**config.mk**
```make
export PLATFORM = sky130hd
export DESIGN_NAME = chan_readout_seq
export DESIGN_NICKNAME = d
export VERILOG_FILES = /design/src/rtl/chan_readout_seq.sv
export SDC_FILE = /design/constraint.sdc
export NUM_CORES = 1
export LEC_CHECK = 0
export ABC_CLOCK_PERIOD_IN_PS = 1900
export BUFFER_PORTS_ARGS = -buffer_cell sky130_fd_sc_hd__buf_2
export CAP_MARGIN = 20
export CELL_PAD_IN_SITES_DETAIL_PLACEMENT = 1
export CELL_PAD_IN_SITES_GLOBAL_PLACEMENT = 2
export CORE_MARGIN = 2
export CORE_UTILIZATION = 29
export DETAILED_ROUTE_END_ITERATION = 16
export PLACE_DENSITY = 0.76
export SLEW_MARGIN = 20
export SYNTH_ARGS = -nofsm -noshare
export SYNTH_HDL_FRONTEND = slang
export SYNTH_SLANG_ARGS = --single-unit
```
**constraint.sdc**
```tcl
create_clock -name clk -period 1.9 [get_ports clk]
set_input_delay 0.38 -clock clk [delete_from_list [all_inputs] [get_ports clk]]
set_output_delay 0.38 -clock clk [all_outputs]
set_load 0.03 [all_outputs]
```
**src/rtl/chan_readout_seq.sv**
```systemverilog
`default_nettype none
// ============================================================================
//  Module      : chan_readout_seq
//  Description : Readout sequencer behind the two-channel ADC switch. Issues
//                buffer read strobes line by line, captures the returned
//                samples into a 2-entry output FIFO and streams pixels with
//                line/frame markers under ready/valid backpressure. In
//                two-channel mode even lines come from CAN1 and odd lines
//                from CAN2.
//  Revision    : 1.0 - initial release
// ============================================================================
module chan_readout_seq #(
  parameter int DATA_W   = 14,
  parameter int LINE_LEN = 384,
  parameter int LINES    = 288
) (
  input  logic              clk,
  input  logic              rst,
  input  logic              start,
  input  logic              numb_chan,
  input  logic              buf_rdy_can1,
  input  logic              buf_rdy_can2,
  input  logic [DATA_W-1:0] data_in,
  output logic              in_buf_en,
  output logic              number_chan,
  output logic              numb_chan_out,
  output logic [DATA_W-1:0] pix_data,
  output logic              pix_valid,
  input  logic              pix_ready,
  output logic              line_end,
  output logic              frame_end,
  output logic              busy
);

  localparam int PIX_W  = (LINE_LEN > 1) ? $clog2(LINE_LEN) : 1;
  localparam int LINE_W = (LINES > 1) ? $clog2(LINES) : 1;

  localparam logic [PIX_W-1:0]  C_LAST_PIX  = PIX_W'(LINE_LEN - 1);
  localparam logic [LINE_W-1:0] C_LAST_LINE = LINE_W'(LINES - 1);

  typedef enum logic [1:0] {
    S_IDLE     = 2'd0,
    S_WAIT_BUF = 2'd1,
    S_READ     = 2'd2,
    S_DRAIN    = 2'd3
  } state_t;

  state_t r_state;
  state_t w_state_nxt;

  // Frame configuration and position
  logic              r_mode;
  logic [PIX_W-1:0]  r_pix_cnt;
  logic [LINE_W-1:0] r_line_cnt;

  // Read issued last cycle: its sample is on data_in this cycle
  logic              r_inflight;
  logic              r_inflight_le;
  logic              r_inflight_fe;

  // 2-entry output FIFO, markers travel with each sample
  logic [DATA_W-1:0] r_fifo_data [2];
  logic [1:0]        r_fifo_le;
  logic [1:0]        r_fifo_fe;
  logic              r_wr_ptr;
  logic              r_rd_ptr;
  logic [1:0]        r_fifo_cnt;

  logic w_sel;
  logic w_sel_rdy;
  logic w_room;
  logic w_issue;
  logic w_last_pix;
  logic w_last_line;
  logic w_line_done;
  logic w_drained;
  logic w_start_acc;
  logic w_push;
  logic w_pop;

  assign w_start_acc = start && (r_state == S_IDLE);
  assign w_sel       = r_line_cnt[0] & r_mode;
  assign w_sel_rdy   = w_sel ? buf_rdy_can2 : buf_rdy_can1;
  assign w_last_pix  = (r_pix_cnt == C_LAST_PIX);
  assign w_last_line = (r_line_cnt == C_LAST_LINE);

  // A new read is allowed only when the FIFO can absorb it together with
  // any sample still in flight, so the FIFO can never overflow.
  assign w_room    = (r_fifo_cnt == 2'd0) || ((r_fifo_cnt == 2'd1) && !r_inflight);
  assign w_drained = (r_fifo_cnt == 2'd0) && !r_inflight;

  assign w_push = r_inflight;
  assign w_pop  = pix_valid && pix_ready;

  // State register
  always_ff @(posedge clk) begin
    if (rst) begin
      r_state <= S_IDLE;
    end else begin
      r_state <= w_state_nxt;
    end
  end

  // Next-state logic and read issue
  always_comb begin
    w_state_nxt = r_state;
    w_issue     = 1'b0;
    w_line_done = 1'b0;
    case (r_state)
      S_IDLE: begin
        if (start) begin
          w_state_nxt = S_WAIT_BUF;
        end
      end
      S_WAIT_BUF: begin
        if (w_sel_rdy) begin
          w_state_nxt = S_READ;
        end
      end
      S_READ: begin
        w_issue = w_room;
        if (w_room && w_last_pix) begin
          w_state_nxt = S_DRAIN;
        end
      end
      S_DRAIN: begin
        if (w_drained) begin
          w_line_done = 1'b1;
          w_state_nxt = w_last_line ? S_IDLE : S_WAIT_BUF;
        end
      end
      default: begin
        w_state_nxt = S_IDLE;
      end
    endcase
  end

  // Mode is captured only on an accepted start and held for the frame
  always_ff @(posedge clk) begin
    if (rst) begin
      r_mode <= 1'b0;
    end else if (w_start_acc) begin
      r_mode <= numb_chan;
    end
  end

  // Pixel counter tracks issued reads within the current line
  always_ff @(posedge clk) begin
    if (rst) begin
      r_pix_cnt <= '0;
    end else if (w_issue) begin
      r_pix_cnt <= w_last_pix ? '0 : r_pix_cnt + 1'b1;
    end
  end

  // Line counter advances once a line has fully drained downstream
  always_ff @(posedge clk) begin
    if (rst) begin
      r_line_cnt <= '0;
    end else if (w_line_done) begin
      r_line_cnt <= w_last_line ? '0 : r_line_cnt + 1'b1;
    end
  end

  // In-flight tracker: markers are decided at issue time and follow the sample
  always_ff @(posedge clk) begin
    if (rst) begin
      r_inflight    <= 1'b0;
      r_inflight_le <= 1'b0;
      r_inflight_fe <= 1'b0;
    end else begin
      r_inflight    <= w_issue;
      r_inflight_le <= w_issue && w_last_pix;
      r_inflight_fe <= w_issue && w_last_pix && w_last_line;
    end
  end

  // Output FIFO storage, pointers and occupancy
  always_ff @(posedge clk) begin
    if (rst) begin
      for (int i = 0; i < 2; i++) begin
        r_fifo_data[i] <= '0;
      end
      r_fifo_le  <= 2'b00;
      r_fifo_fe  <= 2'b00;
      r_wr_ptr   <= 1'b0;
      r_rd_ptr   <= 1'b0;
      r_fifo_cnt <= 2'd0;
    end else begin
      if (w_push) begin
        r_fifo_data[r_wr_ptr] <= data_in;
        r_fifo_le[r_wr_ptr]   <= r_inflight_le;
        r_fifo_fe[r_wr_ptr]   <= r_inflight_fe;
        r_wr_ptr              <= ~r_wr_ptr;
      end
      if (w_pop) begin
        r_rd_ptr <= ~r_rd_ptr;
      end
      case ({w_push, w_pop})
        2'b10:   r_fifo_cnt <= r_fifo_cnt + 2'd1;
        2'b01:   r_fifo_cnt <= r_fifo_cnt - 2'd1;
        default: r_fifo_cnt <= r_fifo_cnt;
      endcase
    end
  end

  // Outputs are gated by valid so nothing stale shows on an empty FIFO
  assign pix_valid     = (r_fifo_cnt != 2'd0);
  assign pix_data      = pix_valid ? r_fifo_data[r_rd_ptr] : '0;
  assign line_end      = pix_valid && r_fifo_le[r_rd_ptr];
  assign frame_end     = pix_valid && r_fifo_fe[r_rd_ptr];
  assign in_buf_en     = w_issue;
  assign number_chan   = w_sel;
  assign numb_chan_out = r_mode;
  assign busy          = (r_state != S_IDLE);

endmodule
`default_nettype wire

```
==> results_dict.tcl <==
set metrics [dict create \
    crit_start "r_fifo_cnt[0]" \
    hold_path_class "input port to register" \
    max_slew_margin_pct 59.00 \
    die_h_um 103.3 \
    ys_ff_latch 61 \
    worst-slew-pin-transition_ps 614.3 \
    vdd_drop_max_uv 481.8 \
    coreArea_um2 9684 \
    place_area_um2 3248 \
    final_antenna_net_count 0 \
    row_count 36 \
    ys_warn_count 0 \
    r2r_slack_ps 140 \
    tritoncts "built" \
    setup_viol 0 \
    avgSynthCellArea_um2 10.55 \
    place.port_buffers 41 \
    cp-start-kind "register" \
    r2r_start "r_state[0]" \
    hold_violations 0 \
    p_seq_share_pct 41.7 \
    wirelength_mm 6.235 \
    boundaryPins 42 \
    sw_frac_of_total_pct 33.20 \
    fin_crit_ps 1856 \
    holdBufCountCts 0 \
    grt_overflow 0 \
    drv_cap 0 \
    drive_gt1_share_pct 23.10 \
    arrival_ps 1480 \
    yosys.cell_count.top_type "nor2_1" \
    final_nets 355 \
    synth_area_um2 2860 \
    fin_skew_ps 7.981 \
    yosys-top-cells-area "edfxtp_1 29%, dfxtp_1 23%, and2_1 6.6%" \
    route.detailed.drc 0 \
    synthArstFlopShare_pct 0 \
    drt_iter0_markers 37 \
    crit_end "pix_data[9]" \
    track_usage_pct 12.27 \
    root_buffer "clkbuf_8" \
    p_switching_mw 1.269 \
    synth_edf_count 28 \
    comb_power_share_pct 28.9 \
    chipWidth_um 103.3 \
    synth_commonest_cells "37 x nor2_1, 33 x dfxtp_1, 30 x and2_1" \
    p_leak_nw 1.361 \
    drv_slew 0 \
    r2r-end "r_pix_cnt[7]" \
    end_kind "output pin" \
    fin_area_um2 3503 \
    clock_sinks 61 \
    diodes 0 \
    power_frac_clock_pct 29.4 \
    area_growth_pct 22.48 \
    synthesis.nets 302 \
    synth_top_area_share_pct 29.40 \
    setup_tns_ps 0 \
    fin_crit_sh_pct 97.69 \
    dr.pass1.iters 4 \
    fmax_mhz 538.8 \
    p_per_area_nw_per_um2 1091 \
    grt_max_degree 23 \
    multi_input_area_um2 1265 \
    synth_top_area_cell "edfxtp_1" \
    viasPerCell 4.517 \
    grt_antenna_before_repair 0 \
    die_area_um2 10670 \
    register_area_um2 1503 \
    worst-path-max-fanout 18 \
    clk_pin_slew_ps 70 \
    dp.cells 444 \
    required_ps 1520 \
    synth_cells 271 \
    wire_per_inst_um 13.50 \
    r2r_cells 6 \
    p_int_mw 2.553 \
    ys_seq_area_share_pct 52.49 \
    hpwlAfterDp_mm 4.482 \
    worst-setup-path-type "register to output pin" \
    min_path_cells 3 \
    clk_latency_ps 340 \
    gp_congestion 0.7087 \
    numCtsBuffers 9 \
    grt_pass1_vias 2113 \
    grt_pass1_wl_mm 10.01 \
    synth.distinct_cells 42 \
    clock_path_buffers 2 \
    synth_flop_cell "dfxtp_1" \
    fillerInstances 1130 \
    initial_core_util_pct 29.53 \
    power_mw 3.821 \
    final_cells 462 \
    htree_levels 3 \
    vias 2087 \
    status "finished clean" \
]
cells in the final DEF (no fill, tap or decap), types with 6 or more instances in the layout:
cell / instances
a21oi_1: 10
and2_1: 30
buf_2: 33
buf_4: 19
clkbuf_8: 9
dfxtp_1: 32
edfxtp_1: 28
ha_1: 8
inv_1: 14
mux2i_1: 18
nand2_1: 9
nor2_1: 36
nor3_1: 6
xnor2_1: 9
xor2_1: 6
kinds of logic after synthesis:
| kind of cell | after synthesis | synth area share (%) |
|---|---|---|
| AO/OA/AOI/OAI | 33 | 8.224 |
| XOR/XNOR | 15 | 4.593 |
| adder cells (fa/ha/maj) | 10 | 4.374 |
| buffers and inverters | 27 | 4.156 |
| flip-flops | 61 | 52.49 |
| multiplexers | 18 | 6.299 |
| AND/OR/NAND/NOR | 107 | 19.86 |
flip-flops by register name, summed over array words and instances (netlist names), 2 cells and up, named ones only:
name         cells
r_pix_cnt        9
r_fifo_fe        2
r_fifo_data     28
r_fifo_cnt       2
r_fifo_le        2
r_state          2
r_line_cnt       9
worst max-delay path, stage by stage (launching register included):
cell and delay [ps]:
dfxtp_2 350, inv_1 80, ha_4 200, buf_6 170
nor2_1 120, buf_2 210
final cells by class:
cell class                      count  area share, %
Clock inverter                      6          1.786
Clock buffer                       10          3.643
Timing Repair Buffer               53          9.107
Tap cell                          133          4.750
Sequential cell                    61          42.89
Inverter                           16          1.714
Multi-Input combinational cell    183          36.11
power by group through the flow:
| stage | Combinational [mW] | Clock [mW] | Sequential, mW |
|---|---|---|---|
| 3_3_place_gp | 1.01 | 0 | 1.62 |
| 4_1_cts | 1.08 | 1.16 | 1.60 |
| 5_1_grt | 1.21 | 1.22 | 1.61 |
| 3_5_place_dp | 1.03 | 0 | 1.62 |
| 2_1_floorplan | 0.776 | 0 | 1.60 |
| 6_report | 1.10 | 1.12 | 1.59 |
worst min-delay path by stage:
stage | startpoint | to
floorplan | r_inflight_fe | r_fifo_fe[0]
global placement | r_fifo_le[0] | r_fifo_le[0]
detailed placement | r_inflight_fe | r_fifo_fe[0]
CTS | numb_chan | numb_chan_out
global route | numb_chan | numb_chan_out
finish | numb_chan | numb_chan_out
per-stage QoR:
stage / utilization [%] / worst slack, ps / hold WS, ps
after global placement: 33.54 / 185.8 / 462.5
after detailed placement: 33.54 / 49.62 / 471.6
after global routing: 36.18 / -16.78 / 314.7
after CTS: 35.84 / 2.013 / 286.3
final: 36.18 / 43.94 / 296.9
after floorplan: - / -39.07 / 443.2
per-layer routing:
| metal | up-vias | wire length [um] | share of wire [%] | GRT usage (%) |
|---|---|---|---|---|
| li1 | 1042 | - | - | - |
| met1 | 1001 | 2750 | 44 | 14.70 |
| met2 | 36 | 3147 | 50 | 20.73 |
| met3 | 8 | 246 | 3.9 | 3.427 |
| met4 | 0 | 91 | 1.5 | 5.162 |
| met5 | - | 0 | 0 | 0 |
repair_timing:
item                                    CTS  global route
setup buffers                             1             1
resized for setup                         8            14
endpoints found under the setup margin   18            18
gates cloned                              0             0
pin swaps                                 1             1
(Power assumes the default switching activity.)
